<file path="config.mk">
export PLATFORM = sky130hd
export DESIGN_NAME = gb_timer
export DESIGN_NICKNAME = d
export VERILOG_FILES = /design/src/rtl/gb_timer.sv
export SDC_FILE = /design/constraint.sdc
export NUM_CORES = 1
export LEC_CHECK = 0
export CAP_MARGIN = 30
export CORE_MARGIN = 2
export CORE_UTILIZATION = 45
export DETAILED_ROUTE_END_ITERATION = 8
export GPL_TIMING_DRIVEN = 0
export PLACE_DENSITY = 0.77
export SLEW_MARGIN = 20
export SYNTH_ARGS = -nofsm -noshare
export SYNTH_HDL_FRONTEND = slang
export SYNTH_SLANG_ARGS = --single-unit
</file>
<file path="constraint.sdc">
create_clock -name clk -period 3.99 [get_ports clk]
set_input_delay 0.9975 -clock clk [delete_from_list [all_inputs] [get_ports clk]]
set_output_delay 0.9975 -clock clk [all_outputs]
set_load 0.05 [all_outputs]
</file>
<file path="src/rtl/gb_timer.sv">
// DIV/TIMA/TMA/TAC timer at BASE_ADDR..BASE_ADDR+3 with a one-clock overflow IRQ.
// Define TIMER_OVERFLOW_DELAY_EN for the 4-clk delayed reload and its collision rules.
module gb_timer #(
  parameter logic [15:0] BASE_ADDR = 16'hFF04
) (
  input  logic        clk,
  input  logic        reset_n,
  input  logic [1:0]  t_cycle,
  input  logic [15:0] bus_addr,
  input  logic        bus_enable,
  input  logic        bus_write,
  input  logic [7:0]  bus_wdata,
  output logic [7:0]  bus_rdata,
  output logic        bus_hit,
  output logic        timer_irq
);

  logic [15:0] div_reg;
  logic [7:0]  tima_reg;
  logic [7:0]  tma_reg;
  logic [2:0]  tac_reg;
  logic        s_prev_reg;
  logic        irq_reg;

`ifdef TIMER_OVERFLOW_DELAY_EN
  typedef enum logic [1:0] {ST_IDLE, ST_OVF, ST_RELOAD} state_t;
  state_t      state_reg;
  logic [1:0]  cnt_reg;
`endif

  logic [15:0] offset;
  logic [1:0]  sel;
  logic        commit;
  logic        wr_div, wr_tima, wr_tma, wr_tac;
  logic [15:0] div_next;
  logic [2:0]  tac_next;
  logic [7:0]  tma_next;
  logic        s_next;
  logic        tick;

  assign offset  = bus_addr - BASE_ADDR;
  assign sel     = offset[1:0];
  assign bus_hit = bus_enable && (offset[15:2] == 14'd0);
  assign commit  = bus_hit && bus_write && (t_cycle == 2'd3);
  assign wr_div  = commit && (sel == 2'd0);
  assign wr_tima = commit && (sel == 2'd1);
  assign wr_tma  = commit && (sel == 2'd2);
  assign wr_tac  = commit && (sel == 2'd3);

  assign div_next = wr_div ? 16'h0000 : div_reg + 16'd1;
  assign tac_next = wr_tac ? bus_wdata[2:0] : tac_reg;
  assign tma_next = wr_tma ? bus_wdata : tma_reg;

  function automatic logic tick_level(input logic [2:0] tac, input logic [15:0] div);
    logic bit_sel;
    case (tac[1:0])
      2'd0:    bit_sel = div[9];
      2'd1:    bit_sel = div[3];
      2'd2:    bit_sel = div[5];
      default: bit_sel = div[7];
    endcase
    return tac[2] & bit_sel;
  endfunction

  // The tick level is taken from the post-edge register values, so a DIV or
  // TAC write that drops it counts on the very edge it commits.
  assign s_next = tick_level(tac_next, div_next);
  assign tick   = s_prev_reg & ~s_next;

  always_comb begin
    bus_rdata = 8'hFF;
    if (bus_hit) begin
      case (sel)
        2'd0:    bus_rdata = div_reg[15:8];
        2'd1:    bus_rdata = tima_reg;
        2'd2:    bus_rdata = tma_reg;
        default: bus_rdata = {5'b11111, tac_reg};
      endcase
    end
  end

  assign timer_irq = irq_reg;

  always_ff @(posedge clk or negedge reset_n) begin
    if (!reset_n) begin
      div_reg    <= 16'h0000;
      tima_reg   <= 8'h00;
      tma_reg    <= 8'h00;
      tac_reg    <= 3'b000;
      s_prev_reg <= 1'b0;
      irq_reg    <= 1'b0;
`ifdef TIMER_OVERFLOW_DELAY_EN
      state_reg  <= ST_IDLE;
      cnt_reg    <= 2'd0;
`endif
    end else begin
      div_reg    <= div_next;
      tac_reg    <= tac_next;
      tma_reg    <= tma_next;
      s_prev_reg <= s_next;
      irq_reg    <= 1'b0;
`ifdef TIMER_OVERFLOW_DELAY_EN
      case (state_reg)
        ST_IDLE: begin
          if (wr_tima) begin
            tima_reg <= bus_wdata;
          end else if (tick) begin
            if (tima_reg == 8'hFF) begin
              tima_reg  <= 8'h00;
              cnt_reg   <= 2'd0;
              state_reg <= ST_OVF;
            end else begin
              tima_reg <= tima_reg + 8'd1;
            end
          end
        end
        ST_OVF: begin
          // A CPU write to TIMA during the delay cancels the pending reload.
          if (wr_tima) begin
            tima_reg  <= bus_wdata;
            state_reg <= ST_IDLE;
          end else if (cnt_reg == 2'd3) begin
            tima_reg  <= tma_next;
            irq_reg   <= 1'b1;
            state_reg <= ST_RELOAD;
          end else begin
            cnt_reg <= cnt_reg + 2'd1;
            if (tick) tima_reg <= tima_reg + 8'd1;
          end
        end
        default: begin
          // Reload cycle: TIMA writes are dropped, TMA writes pass through.
          if (wr_tma) begin
            tima_reg <= bus_wdata;
          end else if (tick) begin
            tima_reg <= tima_reg + 8'd1;
          end
          state_reg <= ST_IDLE;
        end
      endcase
`else
      if (wr_tima) begin
        tima_reg <= bus_wdata;
      end else if (tick) begin
        if (tima_reg == 8'hFF) begin
          tima_reg <= tma_next;
          irq_reg  <= 1'b1;
        end else begin
          tima_reg <= tima_reg + 8'd1;
        end
      end
`endif
    end
  end

endmodule
</file>
==> results.py <==
metrics = {
    "power_and_ir_drop": {
        "power_mw": 0.6895,
        "swShare_pct": 22.50,
        "p_seq_share_pct": 54.8,
        "p_per_area_mw_per_mm2": 258.3,
        "p_switching_mw": 0.1552,
        "clockPowerShare_pct": 36.9,
        "p_int_mw": 0.5343,
        "p_leak_nw": 1.199,
        "p_comb_share_pct": 8.3,
        "irDropWorstVdd_uv": 121.2,
    },
    "global_route": {
        "grt_overflow_total": 0,
        "grt_pass1_wl_mm": 8.355,
        "grt.total_usage_pct": 20.43,
        "grt_pass1_vias": 1800,
        "grt_max_degree": 29,
        "antenna_found_initial": 0,
    },
    "synthesis": {
        "synth_area_mm2": 0.002152,
        "ys_seq_area_share_pct": 43.02,
        "ys_top_cells_by_count": "dfrtp_1, nor2_1, nand2_1",
        "syn_nets": 261,
        "ys_seq_elements": 37,
        "synth_ff_type": "dfrtp_1",
        "yosys_warnings": 0,
        "avgSynthCellArea_um2": 9.398,
        "synth.most_common_cell": "dfrtp_1",
        "synth_top_area_share_pct": 43.02,
        "synthArstFlopShare_pct": 100.0,
        "synthCells": 229,
        "synthTopCellsByArea": "dfrtp_1, mux2_2, nor2_1",
        "synth_area_leader_cell": "dfrtp_1",
        "synth_edf_count": 0,
        "synth.distinct_cells": 39,
    },
    "detailed_routing": {
        "vias": 1854,
        "ant_nets": 0,
        "first_pass_iters": 4,
        "vias_per_cell": 5.601,
        "drc": 0,
        "first_iter_violations": 128,
        "wl_per_cell_um": 14.85,
        "wl_mm": 4.916,
    },
    "clock_network": {
        "cts_sinks": 37,
        "ctsRootBufferMaster": "clkbuf_8",
        "h-tree-depth": 2,
        "cts_buffers": 5,
        "cts_setup_buffers": 0,
        "clk_pin_slew_ps": 70,
        "cts_buffer_depth": 2,
        "cts_tree": "yes",
        "cts_resized": 46,
        "clk_latency_ps": 290,
        "ctsHoldBuffers": 0,
    },
    "critical_path": {
        "reg2reg_slack_ps": 1800,
        "reg2regPathDepth": 9,
        "path_cells": "clkdlybuf4s50_1, or4b_1, or4_4, inv_6, nand2b_1, buf_2",
        "crit_required_ps": 2990,
        "rr_endpoint": "tima_reg[3]$_DFFE_PN0P_",
        "cp-start-kind": "input pin",
        "cp_data_arrival_time_ps": 2930,
        "cp-endpoint": "bus_rdata[1]",
        "critical-path-max-stage-delay_ps": 580,
        "crit_fanout": 16,
        "cp-startpoint": "bus_addr[5]",
        "crit_type": "input pin to output pin",
        "cp_slowest_cell": "or4_4",
        "r2r-start": "div_reg[2]$_DFF_PN0_",
        "crit_path_end_kind": "output pin",
    },
    "sta": {
        "worst_pin_slew_ps": 500.8,
        "fmax_ghz": 0.2548,
        "hold_viol_final": 0,
        "finalHoldWorstSlack_ps": 479.7,
        "fin_crit_sh_pct": 98.37,
        "rsz0062_at_grt": "false",
        "slew_violations": 0,
        "slew_headroom_pct": 66.52,
        "timing.setup.tns_ps": 0,
        "fin_crit_ps": 3925,
        "setup_violations": 0,
        "skew_ps": 6.891,
    },
    "layout": {
        "syn2layout_area_growth_pct": 24.01,
        "design_area_mm2": 0.002669,
        "insertedDiodeCount": 0,
        "largest_reg_flops": 16,
        "drive_gt1_share_pct": 14.44,
        "fin_nets": 308,
        "fillers": 411,
    },
    "run_status": {
        "outcome": "finished, final reports clean",
    },
    "die": {
        "core_mm2": 0.004661,
        "pin_count": 40,
        "chipWidth_um": 73.16,
        "dieHeight_um": 73.16,
        "core.rowCount": 25,
        "start_util_pct": 46.17,
        "die_area_mm2": 0.005352,
    },
    "place": {
        "dp_hpwl_mm": 3.699,
        "io_buffers": 39,
        "place_area_mm2": 0.002626,
        "gp_congestion": 0.9061,
    },
    "job": {
        "drv_cap": 0,
    },
    "worst_hold_path": {
        "hp-class": "flip-flop to flip-flop",
    },
}
through the flow:
stage / setup slack [ps] / utilization, % / cells
floorplan: 85.25 / - / 229
global placement: -668.2 / 56.03 / 322
detailed placement: -671.0 / 56.35 / 323
CTS: 44.03 / 57.05 / 330
global route: 6.574 / 57.26 / 331
finish: 64.92 / 57.26 / 331
worst min path at each step:
stage	cells after the start	to	from
detailed placement	1	div_reg[0]$_DFF_PN0_	div_reg[0]$_DFF_PN0_
floorplan	1	div_reg[0]$_DFF_PN0_	div_reg[0]$_DFF_PN0_
CTS	1	div_reg[0]$_DFF_PN0_	div_reg[0]$_DFF_PN0_
finish	1	div_reg[0]$_DFF_PN0_	div_reg[0]$_DFF_PN0_
global placement	1	div_reg[0]$_DFF_PN0_	div_reg[0]$_DFF_PN0_
global route	1	div_reg[0]$_DFF_PN0_	div_reg[0]$_DFF_PN0_
placed cells by master (no fill, tap or decap), drive strengths merged, types with 6 or more instances in the layout:
master / synthesis / routed
nand2: 24 / 24
buf: 3 / 12
dfrtp: 37 / 37
clkdlybuf4s50: 0 / 29
nand4: 7 / 7
inv: 6 / 6
nor2: 29 / 29
nor3: 7 / 7
o21ai: 9 / 9
clkbuf: 5 / 15
xnor2: 6 / 6
xor2: 11 / 11
and3: 8 / 8
mux2: 13 / 13
nand3: 17 / 17
logic make-up after synthesis:
kind of cell,after synthesis,share of synthesized area [%]
buffers and inverters,14,2.791
and+or+nand+nor,109,25.23
DFF,37,43.02
adders and majority gates,2,1.163
xor gates and xnor gates,17,6.918
AOI/OAI and AO/OA,30,9.070
muxes,20,11.80
power by group through the flow:
stage | Combinational [mW] | Clock, mW | Sequential (mW)
2_1_floorplan | 0.0143 | 0 | 0.385
3_3_place_gp | 0.0551 | 0 | 0.385
3_5_place_dp | 0.0578 | 0 | 0.385
4_1_cts | 0.0579 | 0.259 | 0.378
5_1_grt | 0.0631 | 0.278 | 0.378
6_report | 0.0572 | 0.255 | 0.378
final cells by class:
class / count / area [µm²] / area share [%]
timing repair buffer: 41 / 365.4 / 13.69
buffer: 7 / 36.28 / 1.360
clock buffer: 8 / 80.08 / 3.000
inverter: 6 / 27.53 / 1.031
sequential: 37 / 925.9 / 34.69
tap: 54 / 67.56 / 2.532
multi-input combinational: 178 / 1166 / 43.69
worst max-delay path, delay by kind of cell:
family	cells	cell delay, ps
buf+inv	3	750
simple gates	3	1180
per-layer routing:
metal / part of all wire [%] / global-route usage [%] / wire (µm) / vias to the layer above
met5: 0 / 0 / 0 / -
met4: 2.8 / 10.49 / 140 / 0
met1: 47 / 27.94 / 2318 / 867
met2: 44 / 30.13 / 2166 / 63
li1: - / - / - / 912
met3: 5.9 / 4.696 / 290 / 12
Note: power is estimated with default switching activity, not from simulation.
